### src/rtl/lb_frame_sequencer.sv
// Frame sequencer for the 3x3 line-buffer window generator.
// Gates camera pixels into the line buffer, appends one flush line after the
// last camera line, counts returned windows to tag each one with its centre
// coordinate, and reports frame completion and protocol errors.
module lb_frame_sequencer #(
    parameter int                    H_PIXEL     = 640,
    parameter int                    V_PIXEL     = 480,
    parameter int                    DATA_WIDTH  = 8,
    parameter logic [DATA_WIDTH-1:0] FLUSH_VALUE = '0
) (
    input  logic                  clk,
    input  logic                  rst_n,
    input  logic                  cam_vsync,
    input  logic                  cam_de,
    input  logic [DATA_WIDTH-1:0] cam_data,
    output logic                  lb_vsync,
    output logic                  lb_valid,
    output logic [DATA_WIDTH-1:0] lb_data,
    input  logic                  window_valid,
    output logic                  cen_valid,
    output logic [9:0]            cen_x,
    output logic [9:0]            cen_y,
    output logic                  busy,
    output logic                  frame_done,
    output logic                  err
);

    localparam logic [9:0] X_LAST  = 10'(H_PIXEL - 1);
    localparam logic [9:0] Y_LAST  = 10'(V_PIXEL - 1);
    // window rows run one past the image because of the flush line
    localparam logic [9:0] WY_LAST = 10'(V_PIXEL);

    typedef enum logic [1:0] {
        IDLE   = 2'd0,
        ACTIVE = 2'd1,
        FLUSH  = 2'd2,
        DRAIN  = 2'd3
    } state_t;

    state_t     state;
    logic       vsync_d;
    logic [9:0] in_x;
    logic [9:0] in_y;
    logic [9:0] wx;
    logic [9:0] wy;
    logic [9:0] fcnt;

    logic vs_edge;
    logic last_win;

    assign vs_edge  = cam_vsync && !vsync_d;
    assign last_win = window_valid && (wx == X_LAST) && (wy == WY_LAST);

    // Frame state, pixel gating, flush generation and window counting.
    // A vsync edge overrides everything else in its cycle; a pixel arriving
    // with it becomes pixel (0,0) of the new frame.
    always_ff @(posedge clk or negedge rst_n) begin
        if (!rst_n) begin
            state      <= IDLE;
            vsync_d    <= 1'b0;
            in_x       <= '0;
            in_y       <= '0;
            wx         <= '0;
            wy         <= '0;
            fcnt       <= '0;
            lb_vsync   <= 1'b0;
            lb_valid   <= 1'b0;
            lb_data    <= '0;
            frame_done <= 1'b0;
            err        <= 1'b0;
        end else begin
            vsync_d    <= cam_vsync;
            lb_vsync   <= cam_vsync;
            lb_valid   <= 1'b0;
            frame_done <= 1'b0;

            if (vs_edge) begin
                if (state != IDLE)
                    err <= 1'b1;
                state <= ACTIVE;
                fcnt  <= '0;
                wx    <= '0;
                wy    <= '0;
                in_y  <= '0;
                if (cam_de) begin
                    lb_valid <= 1'b1;
                    lb_data  <= cam_data;
                    in_x     <= 10'd1;
                end else begin
                    in_x     <= '0;
                end
            end else begin
                case (state)
                    IDLE: begin
                        if (cam_de)
                            err <= 1'b1;
                    end
                    ACTIVE: begin
                        if (cam_de) begin
                            lb_valid <= 1'b1;
                            lb_data  <= cam_data;
                            if (in_x == X_LAST) begin
                                in_x <= '0;
                                if (in_y == Y_LAST) begin
                                    in_y  <= '0;
                                    fcnt  <= '0;
                                    state <= FLUSH;
                                end else begin
                                    in_y <= in_y + 10'd1;
                                end
                            end else begin
                                in_x <= in_x + 10'd1;
                            end
                        end
                    end
                    FLUSH: begin
                        // one synthetic line, back-to-back, camera locked out
                        lb_valid <= 1'b1;
                        lb_data  <= FLUSH_VALUE;
                        if (cam_de)
                            err <= 1'b1;
                        if (fcnt == X_LAST) begin
                            fcnt  <= '0;
                            state <= DRAIN;
                        end else begin
                            fcnt <= fcnt + 10'd1;
                        end
                    end
                    DRAIN: begin
                        if (cam_de)
                            err <= 1'b1;
                        if (last_win)
                            state <= IDLE;
                    end
                    default: state <= IDLE;
                endcase

                // window beat counting; beats outside a frame are errors
                if (window_valid) begin
                    if (state == IDLE) begin
                        err <= 1'b1;
                    end else begin
                        if (wx == X_LAST) begin
                            wx <= '0;
                            wy <= (wy == WY_LAST) ? 10'd0 : wy + 10'd1;
                        end else begin
                            wx <= wx + 10'd1;
                        end
                        if (last_win)
                            frame_done <= 1'b1;
                    end
                end
            end
        end
    end

    // Centre tag: window (wx,wy) is centred one column left and one row up.
    always_comb begin
        cen_valid = window_valid && (wx != 10'd0) && (wy != 10'd0);
        cen_x     = cen_valid ? (wx - 10'd1) : 10'd0;
        cen_y     = cen_valid ? (wy - 10'd1) : 10'd0;
    end

    assign busy = (state != IDLE);

endmodule

### config.mk
export PLATFORM = sky130hd
export DESIGN_NAME = lb_frame_sequencer
export DESIGN_NICKNAME = d
export VERILOG_FILES = /design/src/rtl/lb_frame_sequencer.sv
export SDC_FILE = /design/constraint.sdc
export NUM_CORES = 1
export LEC_CHECK = 0
export CORE_MARGIN = 10
export CORE_UTILIZATION = 35
export DETAILED_ROUTE_END_ITERATION = 10
export MAX_ROUTING_LAYER = met4
export SKIP_CTS_REPAIR_TIMING = 1
export SKIP_LAST_GASP = 1
export SLEW_MARGIN = 20
export SYNTH_ARGS = -nofsm -noshare
export SYNTH_HDL_FRONTEND = slang
export SYNTH_SLANG_ARGS = --single-unit
### constraint.sdc
create_clock -name clk -period 6.45 [get_ports clk]
set_input_delay 0.9675 -clock clk [delete_from_list [all_inputs] [get_ports clk]]
set_output_delay 0.9675 -clock clk [all_outputs]
set_load 0.05 [all_outputs]
# Yosys cells after proc, flatten, opt, wreduce, memory -nomap -nowiden
# Cells that the tools add are included.
# totals
reg_bits	64
latch_bits	0
ram_bits	0
rom_bits	0
out_inout_bits	34
elab_cells	107
memories	0
# classes
n_addsub	7
n_mul	0
n_div	0
order_cmp	0
eq_ne	15
shift	0
n_mux	50
bitwise_logic	0
reduce_logical	24
# ops
cell	n
two-way mux 10 bit	25
adder 10 x 1 -> 10 bit (second input constant)	5
== test 10 bit (second input constant)	3
== test 10 x 9 -> 1 bit (second input constant)	2
case mux 10 bit (2 select lines)	1
nonzero test 10 bit	2
subtractor 10 x 1 -> 10 bit (second input constant)	2
two-way mux 8 bit	2
case mux 8 bit (2 select lines)	1
inequality test 3 bit (second input constant)	5
two-way mux 1 bit	13
two-way mux 2 bit	6
nonzero test 2 bit	6
case mux 2 bit (3 select lines)	1
AND reduction 3 bit	2
AND reduction 6 bit	1
logical AND 1 bit	5
== test 2 bit (second input constant)	2
inequality test 2 bit (second input constant)	2
AND reduction 2 bit	2
AND reduction 4 bit	1
nonzero test 4 bit	1
nonzero test 3 bit	1
OR reduction 3 bit	1
other kinds (4)	4

# Logic depth before layout (Yosys ltp)
# depth
word_depth	7
depth_mapped	9
mapped_depth_nobuf	7

# Worst setup path after synthesis
# Ideal clock, no wire load.
# synth_path
kind	register to output
start	register wy[0]
end	output cen_y[8]
arrival_ps	2219
slack_ps	3263
stages_incl_launch_ff	8
path_cell_list	dfrtp_1 -> inv_1 -> ha_1 -> or4b_4 -> buf_6 -> nor4_1 -> xnor2_1 -> nor2_1
# synth_via
elab_chain_cells	3
elab_cells_between_ends	4
# synth_lines
element	line_no	rtl
start, declared	45	logic [9:0] wy;
start signal, assigned	145	wy <= (wy == WY_LAST) ? 10'd0 : wy + 10'd1;
branches (longest 2 deep; another with subtractor 10 x 1 -> 10 bit)	-	
two-way mux 10 bit *	161	cen_y = cen_valid ? (wy - 10'd1) : 10'd0;
end, declared	22	output logic [9:0] cen_y,
# Mark *: on every way between the ends.

# Worst setup path after layout
# layout_path
start	register wy[0]
end	output cen_y[2]
# The elaborated chain is that of the path after synthesis.

==> impl_metrics.toml <==
[outcome]
status = "finished, final reports clean"

[setup_path]
rr_endpoint = "state[1]$_DFFE_PN0P_"
critical_path_arrival_ns = 3.19
required_ns = 5.48
crit_start = "wy[0]$_DFFE_PN0P_"
cp-start-kind = "flop"
reg2reg_depth = 5
critPathMaxFanout = 21
critPathKind = "flop to output pin"
reg2reg_slack_ns = 3.62
r2r_start = "in_x[3]$_DFFE_PN0P_"
cp-end-kind = "output pin"

[power]
power_mw = 1.84
peakVddDrop_uv = 289
p_leak_nw = 2.02
powerDensity_nw_per_um2 = 394

[finish]
nNetsFinal = 500
nFillCells = 1019
multi_input_area_um2 = 2110
drive_gt1_share_pct = 6.88
utilization_pct = 43.2
final-instance-count-excl-fill = 620
regArea_um2 = 1600
antenna_cells = 0
fin_area_um2 = 4660
area_growth_syn_to_layout_pct = 21.4

[timing]
holdWs_ns = 0.487
max_freq_mhz = 240
finalSetupViolCount = 0
min_period_over_period_pct = 64.5
drv_slew = 0
rsz0062_at_grt = "no"
final.setup.tns_ns = 0
slew_headroom_pct = 37.9
tightest_slew_ns = 0.926
min_period_ns = 4.16
hold_violations = 0
skew_ns = 0.0120
fin_ws_ns = 2.29

[die]
pin_count = 47
dieHeight_um = 125
core_um2 = 10800
die_x_um = 125
die_area_um2 = 15600
initial_core_util_pct = 35.6
floorplan.rows = 38

[drt]
vias_per_cell = 5.19
vias = 3219
drtAntennaViolNets = 0
drtPass1Iterations = 4
drc = 0
drt_iter0_markers = 159
wl_per_cell_um = 14.5
wl_um = 8960

[synthesis]
synth_top_area_share_pct = 41.7
yosys-top-cells-area = "dfrtp_1 (42%), nor2_1 (7.3%), xnor2_1 (4.6%), ha_1 (3.9%), o21ai_0 (3.7%)"
synth_seq_cells = 64
syn_area_um2 = 3840
yosysUniqueCellTypes = 55
synth_ff_type = "dfrtp_1"
ys_warn_count = 0
syn_inst = 435
synth-edff-count = 0
synth_largest_area_cell = "dfrtp_1"
synth.avg_cell_area_um2 = 8.82
synthArstFlopShare_pct = 100
postSynthNetCount = 460
ys_seq_area_share_pct = 41.7

[clocking]
cts_sinks = 64
ctsLongestPathBuffers = 2
htree_levels = 3
clk_pin_slew_ns = 0.07
clock_tree.root_cell = "clkbuf_8"
cts_inserted_buffers = 9
clock_latency_ns = 0.35
cts_tree = "yes"

[global_routing]
grt_pass1_vias = 3181
grtUsageTotal_pct = 12.0
grt_max_degree = 65
antenna_found_initial = 0
grt_overflow_total = 0
grt_pass1_wl_um = 15600

[worst_hold_path]
min_path_type = "flop to flop"
holdCritStartpoint = "err$_DFFE_PN0P_"
min_to = "err$_DFFE_PN0P_"
holdPathStages = 1

[placed_design]
io_buffers = 46
gp_congestion = 0.840
place_ws_ns = 2.28
postPlaceCellArea_um2 = 4410
dp_hpwl_um = 6380
dp.cells = 604

[flow_run]
drv_cap = 0
[worst max-delay path by stage]
stage                    end  slack, ns  cells after the start
finish              cen_y[2]       2.29                      6
detailed placement  cen_y[2]       2.28                      6
floorplan           cen_y[8]       3.26                      7
CTS                 cen_y[2]       1.89                      6
global route        cen_y[2]       2.13                      6
global placement    cen_y[3]       2.43                      6
[power breakdown]
group          internal [mW]  total [mW]  switching [mW]
combinational          0.322       0.885           0.563
sequential             0.465       0.533          0.0678
clock                  0.256       0.419           0.164
[worst max-delay path: stages, from the launching register on]
cell             delay [ns]
dfrtp_1                0.43
inv_1                  0.08
ha_1                   0.19
or4b_4                 0.55
o311ai_4               0.71
nor2_1                 0.14
clkdlybuf4s50_1        0.74
[routing by layer]
| metal | global-route usage (%) | share of wire (%) | up-vias |
|---|---|---|---|
| met4 | 5.00 | 1.7 | 0 |
| li1 | - | - | 1603 |
| met5 | - | 0 | - |
| met3 | 2.21 | 3.6 | 11 |
| met2 | 19.0 | 48 | 58 |
| met1 | 14.6 | 46 | 1547 |
[cell usage after synthesis, types with 4 or more instances]
cell type,instances
a21o_1,4
a21oi_1,8
and2_1,5
and3_1,10
clkbuf_1,16
dfrtp_1,64
ha_1,12
inv_1,15
mux2i_1,9
nand2_1,36
nand2b_1,5
nand3_1,13
nand4_1,9
nor2_1,75
nor2b_1,5
nor3_1,15
nor3b_1,5
o21ai_0,28
o31ai_1,11
o41ai_1,5
xnor2_1,20
xor2_1,14
[state kept, by name, indices dropped and copies added (netlist names)]
name	count
frame_done	1
wx	10
lb_valid	1
lb_data	8
state	2
fcnt	10
vsync_d	1
err	1
wy	10
in_x	10
in_y	10
[area by class of cell]
cell class,count,share of cell area (%)
clock buffers,10,2.74
well taps,140,3.76
multi-input cells,335,45.2
clock inverters,6,2.31
repair buffers,50,10.4
inverters,15,1.21
flip-flops and latches,64,34.4
[cells by family after synthesis]
kind of cell / Yosys count / synth area share [%]
xor+xnor: 34 / 7.76
simple gates: 203 / 26.6
buf+inv: 36 / 3.94
mux: 10 / 2.74
fa+ha+maj: 12 / 3.91
compound gates: 76 / 13.3
flops: 64 / 41.7
[cells in the final DEF (no fill, tap or decap), types with 10 or more instances in the layout]
master and instances:
nand2_1 36, o31ai_1 11, dfrtp_1 64, nand3_1 13
nor3_1 15, o21ai_0 28, nor2_1 75, xnor2_1 20
and3_1 10, inv_1 15, clkdlybuf4s50_1 45, ha_1 12
xor2_1 14
Power figures use the tool's default switching activity.
